--- config.mk ---
export PLATFORM = sky130hd
export DESIGN_NAME = cmsdk_apb_simple_master
export DESIGN_NICKNAME = d
export VERILOG_FILES = /design/src/rtl/cmsdk_apb_simple_master.sv
export SDC_FILE = /design/constraint.sdc
export NUM_CORES = 1
export LEC_CHECK = 0
export ABC_AREA = 1
export BUFFER_PORTS_ARGS = -buffer_cell sky130_fd_sc_hd__buf_2
export CORE_MARGIN = 5
export CORE_UTILIZATION = 44
export CTS_BUF_LIST = sky130_fd_sc_hd__clkbuf_4 sky130_fd_sc_hd__clkbuf_8 sky130_fd_sc_hd__clkbuf_16
export CTS_CLUSTER_DIAMETER = 80
export CTS_CLUSTER_SIZE = 8
export DETAILED_ROUTE_END_ITERATION = 7
export GPL_TIMING_DRIVEN = 0
export PLACE_DENSITY = 0.79
export SETUP_SLACK_MARGIN = 0.4
export SLEW_MARGIN = 25
export SYNTH_ARGS = -nofsm -noshare
export SYNTH_HDL_FRONTEND = slang
export SYNTH_SLANG_ARGS = --single-unit
--- constraint.sdc ---
create_clock -name PCLK -period 1.9 [get_ports PCLK]
set_input_delay 0.19 -clock PCLK [delete_from_list [all_inputs] [get_ports PCLK]]
set_output_delay 0.19 -clock PCLK [all_outputs]
set_load 0.01 [all_outputs]
--- src/rtl/cmsdk_apb_simple_master.sv ---
// cmsdk_apb_simple_master
// APB3 initiator: takes one request at a time from a valid/ready channel, runs
// a single SETUP/ACCESS transfer on the shared APB bus, and returns read data
// and error status on a valid/ready response channel.
//
// Optional feature macro: APB_MASTER_TIMEOUT_EN
//   When defined, an ACCESS phase that waits TIMEOUT_CYCLES cycles without
//   PREADY is abandoned and answered with RSP_ERR=1, RSP_RDATA=0.
//
// Ports
//   PCLK, PRESET           clock, synchronous active-high reset
//   REQ_VALID/READY        request handshake (READY high only while idle)
//   REQ_WRITE/ADDR/WDATA   request payload
//   RSP_VALID/READY        response handshake
//   RSP_RDATA/RSP_ERR      response payload (RDATA is 0 for writes)
//   PSEL/PENABLE/PWRITE/PADDR/PWDATA   APB initiator outputs
//   PREADY/PRDATA/PSLVERR  APB slave returns
module cmsdk_apb_simple_master #(
    parameter int unsigned ADDR_WIDTH     = 16,
    parameter int unsigned TIMEOUT_CYCLES = 256
) (
    input  logic                  PCLK,
    input  logic                  PRESET,
    input  logic                  REQ_VALID,
    output logic                  REQ_READY,
    input  logic                  REQ_WRITE,
    input  logic [ADDR_WIDTH-1:0] REQ_ADDR,
    input  logic [31:0]           REQ_WDATA,
    output logic                  RSP_VALID,
    input  logic                  RSP_READY,
    output logic [31:0]           RSP_RDATA,
    output logic                  RSP_ERR,
    output logic                  PSEL,
    output logic                  PENABLE,
    output logic                  PWRITE,
    output logic [ADDR_WIDTH-1:0] PADDR,
    output logic [31:0]           PWDATA,
    input  logic                  PREADY,
    input  logic [31:0]           PRDATA,
    input  logic                  PSLVERR
);

    // Elaboration-time parameter sanity check.
    if (ADDR_WIDTH < 16 || TIMEOUT_CYCLES < 2 || TIMEOUT_CYCLES > 65535) begin : g_bad_param
        $error("cmsdk_apb_simple_master: illegal ADDR_WIDTH or TIMEOUT_CYCLES");
    end

    typedef enum logic [1:0] {
        ST_IDLE   = 2'd0,
        ST_SETUP  = 2'd1,
        ST_ACCESS = 2'd2,
        ST_RESP   = 2'd3
    } state_t;

    state_t                state_q,     state_d;
    logic                  psel_q,      psel_d;
    logic                  penable_q,   penable_d;
    logic                  pwrite_q,    pwrite_d;
    logic [ADDR_WIDTH-1:0] paddr_q,     paddr_d;
    logic [31:0]           pwdata_q,    pwdata_d;
    logic                  rsp_valid_q, rsp_valid_d;
    logic [31:0]           rsp_rdata_q, rsp_rdata_d;
    logic                  rsp_err_q,   rsp_err_d;
`ifdef APB_MASTER_TIMEOUT_EN
    logic [15:0]           wait_cnt_q,  wait_cnt_d;
`endif

    // Next-state and next-output logic.
    always_comb begin
        state_d     = state_q;
        psel_d      = psel_q;
        penable_d   = penable_q;
        pwrite_d    = pwrite_q;
        paddr_d     = paddr_q;
        pwdata_d    = pwdata_q;
        rsp_valid_d = rsp_valid_q;
        rsp_rdata_d = rsp_rdata_q;
        rsp_err_d   = rsp_err_q;
`ifdef APB_MASTER_TIMEOUT_EN
        wait_cnt_d  = wait_cnt_q;
`endif
        unique case (state_q)
            ST_IDLE: begin
                if (REQ_VALID) begin
                    state_d   = ST_SETUP;
                    psel_d    = 1'b1;
                    penable_d = 1'b0;
                    pwrite_d  = REQ_WRITE;
                    // Word-aligned address; byte lanes are not used on this bus.
                    paddr_d   = REQ_ADDR & ~ADDR_WIDTH'(3);
                    pwdata_d  = REQ_WDATA;
                end
            end
            ST_SETUP: begin
                state_d   = ST_ACCESS;
                penable_d = 1'b1;
`ifdef APB_MASTER_TIMEOUT_EN
                wait_cnt_d = 16'd0;
`endif
            end
            ST_ACCESS: begin
                if (PREADY) begin
                    state_d     = ST_RESP;
                    psel_d      = 1'b0;
                    penable_d   = 1'b0;
                    rsp_valid_d = 1'b1;
                    rsp_rdata_d = pwrite_q ? 32'd0 : PRDATA;
                    rsp_err_d   = PSLVERR;
                end
`ifdef APB_MASTER_TIMEOUT_EN
                else if (wait_cnt_q == 16'(TIMEOUT_CYCLES - 1)) begin
                    state_d     = ST_RESP;
                    psel_d      = 1'b0;
                    penable_d   = 1'b0;
                    rsp_valid_d = 1'b1;
                    rsp_rdata_d = 32'd0;
                    rsp_err_d   = 1'b1;
                end else begin
                    wait_cnt_d = wait_cnt_q + 16'd1;
                end
`endif
            end
            ST_RESP: begin
                if (RSP_READY) begin
                    state_d     = ST_IDLE;
                    rsp_valid_d = 1'b0;
                end
            end
            default: state_d = ST_IDLE;
        endcase
    end

    // State and output registers.
    always_ff @(posedge PCLK) begin
        if (PRESET) begin
            state_q     <= ST_IDLE;
            psel_q      <= 1'b0;
            penable_q   <= 1'b0;
            pwrite_q    <= 1'b0;
            paddr_q     <= '0;
            pwdata_q    <= 32'd0;
            rsp_valid_q <= 1'b0;
            rsp_rdata_q <= 32'd0;
            rsp_err_q   <= 1'b0;
`ifdef APB_MASTER_TIMEOUT_EN
            wait_cnt_q  <= 16'd0;
`endif
        end else begin
            state_q     <= state_d;
            psel_q      <= psel_d;
            penable_q   <= penable_d;
            pwrite_q    <= pwrite_d;
            paddr_q     <= paddr_d;
            pwdata_q    <= pwdata_d;
            rsp_valid_q <= rsp_valid_d;
            rsp_rdata_q <= rsp_rdata_d;
            rsp_err_q   <= rsp_err_d;
`ifdef APB_MASTER_TIMEOUT_EN
            wait_cnt_q  <= wait_cnt_d;
`endif
        end
    end

    assign REQ_READY = (state_q == ST_IDLE);
    assign PSEL      = psel_q;
    assign PENABLE   = penable_q;
    assign PWRITE    = pwrite_q;
    assign PADDR     = paddr_q;
    assign PWDATA    = pwdata_q;
    assign RSP_VALID = rsp_valid_q;
    assign RSP_RDATA = rsp_rdata_q;
    assign RSP_ERR   = rsp_err_q;

endmodule

# --- Yosys cells after proc, flatten, opt, wreduce, memory -nomap -nowiden ---
# Index checks and enable logic that the tools add are counted.
totals:
  in_bits: 87
  reg_bits: 85
  word_cells: 38
  out_inout_bits: 86
classes:
  n_eq_ne: 6
  n_reduce_logical: 10
  muxes: 13
op_table:
  columns: ["operator", "n"]
  rows:
  - ["32-bit two-way mux", 1]
  - ["3-bit AND reduction", 4]
  - ["2-bit case mux with 4 select lines", 1]
  - ["2-bit two-way mux", 3]
  - ["2-bit != test, second input constant", 3]
  - ["1-bit two-way mux", 5]
  - ["2-bit == test, second input constant", 2]
  - ["1-bit case mux with 2 select lines", 2]
  - ["2-bit AND reduction", 2]
  - ["2-bit nonzero test", 2]
  - ["1-bit case mux with 3 select lines", 1]
  - ["3-bit nonzero test", 1]
  - ["2-bit by 1-bit == test with 1-bit output, second input constant", 1]
  - ["2-bit logical NOT", 1]

# --- Longest topological paths before layout ---
depth:
  depth_word: 3
  depth_mapped: 8
  mapped_depth_nobuf: 7

# --- Least setup slack after synthesis ---
# No wires, ideal clock.
synth_path:
  path_type: "flip-flop to flip-flop"
  from: "register state_q[0]"
  to: "register paddr_q[10], in the netlist PADDR[10]"
  period_less_slack_ns: 1.351
  t_arrival_ns: 1.238
  stages_incl_launch_ff: 8
  required_time_ns: 1.787
  slack_ns: 0.549
  setup_ns: 0.113
  path_buffers: 2
  path_cell_list: "dfxtp_1 -> inv_1 -> ha_1 -> nand2_2 -> buf_6 -> buf_2 -> o21ai_1 -> nor2_1"
synth_via:
  elab_chain_cells: 2
synth_lines:
  columns: ["item", "line_no", "rtl"]
  rows:
  - ["start: declaration", "55", "state_t state_q, state_d;"]
  - ["start signal: assignment", "149", "state_q <= state_d;"]
  - ["2-bit logical NOT", null, null]
  - ["net REQ_READY", "25", "output logic REQ_READY,"]
  - ["2-bit AND reduction (no line)", null, null]
  - ["end signal: assignment", "153", "paddr_q <= paddr_d;"]
  - ["end: declaration", "59", "logic [ADDR_WIDTH-1:0] paddr_q, paddr_d;"]
# The timed path passes the listed nets, and every way through them passes these cells.
# A chain may end at the register's enable or synchronous reset.

# --- Worst setup path after layout ---
layout_path:
  from: "register state_q[0]"
  to: "register rsp_rdata_q[30], in the netlist RSP_RDATA[30]"
layout_via:
  elab_chain_cells: 2
layout_lines:
  columns: ["item", "line_no", "rtl"]
  rows:
  - ["2-bit == test", "82", "unique case (state_q)"]
  - ["2-bit AND reduction (no line)", null, null]
  - ["end signal: assignment", "156", "rsp_rdata_q <= rsp_rdata_d;"]
  - ["end: declaration", "62", "logic [31:0] rsp_rdata_q, rsp_rdata_d;"]
# No other way between the ends.

==> results by group <==
Clock network
  • Post-CTS Hold Fix Bufs: 0
  • Root Driver: clkbuf_8
  • TritonCTS Buffers: 9
  • Depth of the CTS H-tree: 3
  • CTS tree: built
  • Clk Latency, worst-skew pair: around 0.34 ns
  • Clk sinks: 85
  • Clock Path Buffers: 2
  • Reg clk slew, reported paths: 0.09 ns
  • Setup bufs post-CTS: 0

Power
  • PwrDens: between 1000 and 1500 nW/um2
  • Max rail drop VDD: a little under 0.7 mV
  • Leakage: about 2.1 nW

Cells and area
  • # fillers: around 700
  • Share of cells above drive strength 1: around 37%
  • Diodes inserted: 0
  • Synth-to-Final Area Change: 36.9%
  • Layout Utilization: approximately 61%
  • Fin nets: 672
  • Fin cells: approximately 680

Setup path
  • Critical Path Sink Type: register
  • CP Class: register to register
  • Crit path launch type: register
  • Worst EP required: around 2.2 ns
  • Worst Path Max Fanout: 10
  • Flop-to-flop setup slack: approximately 0.46 ns
  • CP arrival: 1.71 ns
  • Worst R2R Path Depth: 7

Drt
  • Pre-Repair DR Iteration Count: 4
  • Post-DRT Antenna Nets: 0
  • Wire length per cell: approximately 13 um
  • Initial DRC count: slightly above 90
  • Post-route DRC: 0
  • Via-to-Cell Ratio: 4.75
  • Via count: between 3000 and 4000
  • WL final: 9030 um

Logic synthesis
  • Gate Count Post-Synth: approximately 400
  • Yosys cell types: 20
  • Register bit count reported by yosys: 85
  • Syn Area/Cell: about 7.9 um2
  • Ys Warns: 0
  • Seq/Total Area, Yosys: about 54%
  • Post-Syn Area: 3180 um2

Timing
  • Fin. max-slew vios: 0
  • Hold Fails Final Rpt: 0
  • Clock skew: 0.0107 ns
  • Tcrit/Tclk final: approximately three quarters
  • Post-route setup slack: roughly 0.46 ns
  • Highest clock rate: 694 MHz
  • Final min period: 1.44 ns
  • WHS: 0.0765 ns
  • Setup violators final: 0
  • RSZ-0062 raised after global routing: yes
  • Setup TNS: 0 ns

Placement
  • Dpl cells: about 670
  • Global placer's final weighted congestion: 0.794
  • HPWL after DPL: 6930 um
  • Pre-CTS setup slack: 0.369 ns
  • I/O Buffers: approximately 170

Floorplanning
  • Die Wd: 95.0 um
  • Core area: 7140 um2
  • Die ar.: 9020 um2
  • Boundary Pins: between 150 and 200
  • Rows: 31
  • Die H: ~95 um
  • Starting Density: 44.5%

GRT
  • Initial antenna violation count: 0
  • Total GRT Usage: between 10% and 20%
  • Gr ovfl total: 0
  • Largest net degree at the start of global routing: 16
  • First-pass GRT wire length: roughly 14000 um
  • Vias in the first global route: 3095

Min path
  • Hold Path Class: primary input to register
  • Hold depth: 3

Flow run
  • Max-Cap Viols: 0

Outcome
  • Status: complete, no violations
==> cell usage after synthesis (all sizes together) <==
master | count | area, um2
nor2 | 101 | 379
dfxtp | 85 | 1700
o21ai | 48 | 240
nand2 | 47 | 181
a21oi | 35 | 175
nand3 | 35 | 175
buf | 24 | 173
inv | 10 | 37.5
clkbuf | 6 | 22.5
ha | 5 | 62.6
clkinv | 2 | 10.0
conb | 1 | 3.75
nand3b | 1 | 7.51
nand4 | 1 | 6.26
==> report_power, final <==
group	switching [mW]	total, mW	internal (mW)
Sequential	0.202	2.38	2.18
Combinational	1.17	1.99	0.820
Clock	0.648	1.17	0.517
==> worst max-delay path, stage by stage, from the launching register on <==
cell and delay [ns]:
dfxtp_2 0.35, inv_1 0.14, ha_2 0.25, nand2_2 0.13, inv_4 0.12, buf_6 0.14, nand3_1 0.08, a21oi_1 0.14
==> routing by layer <==
layer	vias to the layer above	track usage, %	routed length [um]
met1	1449	21.8	3510
met3	9	8.84	1130
met5	-	0	0
met4	0	6.25	78
li1	1654	-	-
met2	135	33.5	4310
==> worst paths after layout <==
kind / from / to
max: state_q[0] / RSP_RDATA[30]
min: REQ_ADDR[10] / PADDR[10]
max reg2reg: state_q[0] / RSP_RDATA[30]
min reg2reg: RSP_RDATA[25] / RSP_RDATA[25]
==> final cells by class <==
type	instances	area [um2]	area share, %
Multi-Input combinational cell	275	1250	28.8
Sequential cell	85	1700	39.2
Clock buffer	10	138	3.17
Buffer	30	200	4.61
Tap cell	99	124	2.85
Timing Repair Buffer	167	836	19.2
Clock inverter	6	46.3	1.07
Inverter	12	48.8	1.12
==> placed cells by master (no fill, tap or decap), types with 3 or more instances in the layout <==
| cell type | instances |
|---|---|
| buf_6 | 8 |
| nand2_1 | 45 |
| buf_2 | 178 |
| ha_1 | 3 |
| clkbuf_8 | 10 |
| buf_4 | 3 |
| nand3_1 | 35 |
| o21ai_1 | 20 |
| o21ai_0 | 28 |
| nor2_1 | 101 |
| a21oi_1 | 35 |
| clkbuf_1 | 4 |
| dfxtp_1 | 83 |
| inv_1 | 9 |
==> stage by stage <==
stage | instance area (um2) | power (mW)
6_report | 4350 | 5.54
5_1_grt | 4350 | 5.97
4_1_cts | 4330 | 5.56
3_5_place_dp | 4140 | 4.37
3_3_place_gp | 4140 | 4.31
2_1_floorplan | 3180 | 3.63
==> state kept, by name, summed over array words and instances (netlist names) <==
signal	cells
PSEL	1
RSP_RDATA	32
PWRITE	1
PWDATA	32
PADDR	14
RSP_VALID	1
state_q	2
PENABLE	1
RSP_ERR	1
==> kinds of logic after synthesis <==
family	Yosys count	synth area share [%]
compound gates	83	13.1
fa+ha+maj	5	1.97
buf+inv	42	7.64
flops	85	53.6
other cells	1	0.118
simple gates	185	23.6
==> repair_timing <==
action                                  4_1_cts  5_1_grt
resized for setup                             4        6
hold endpoints to repair                      0        0
endpoints found under the setup margin       69       64
Power figures use the tool's default switching activity.
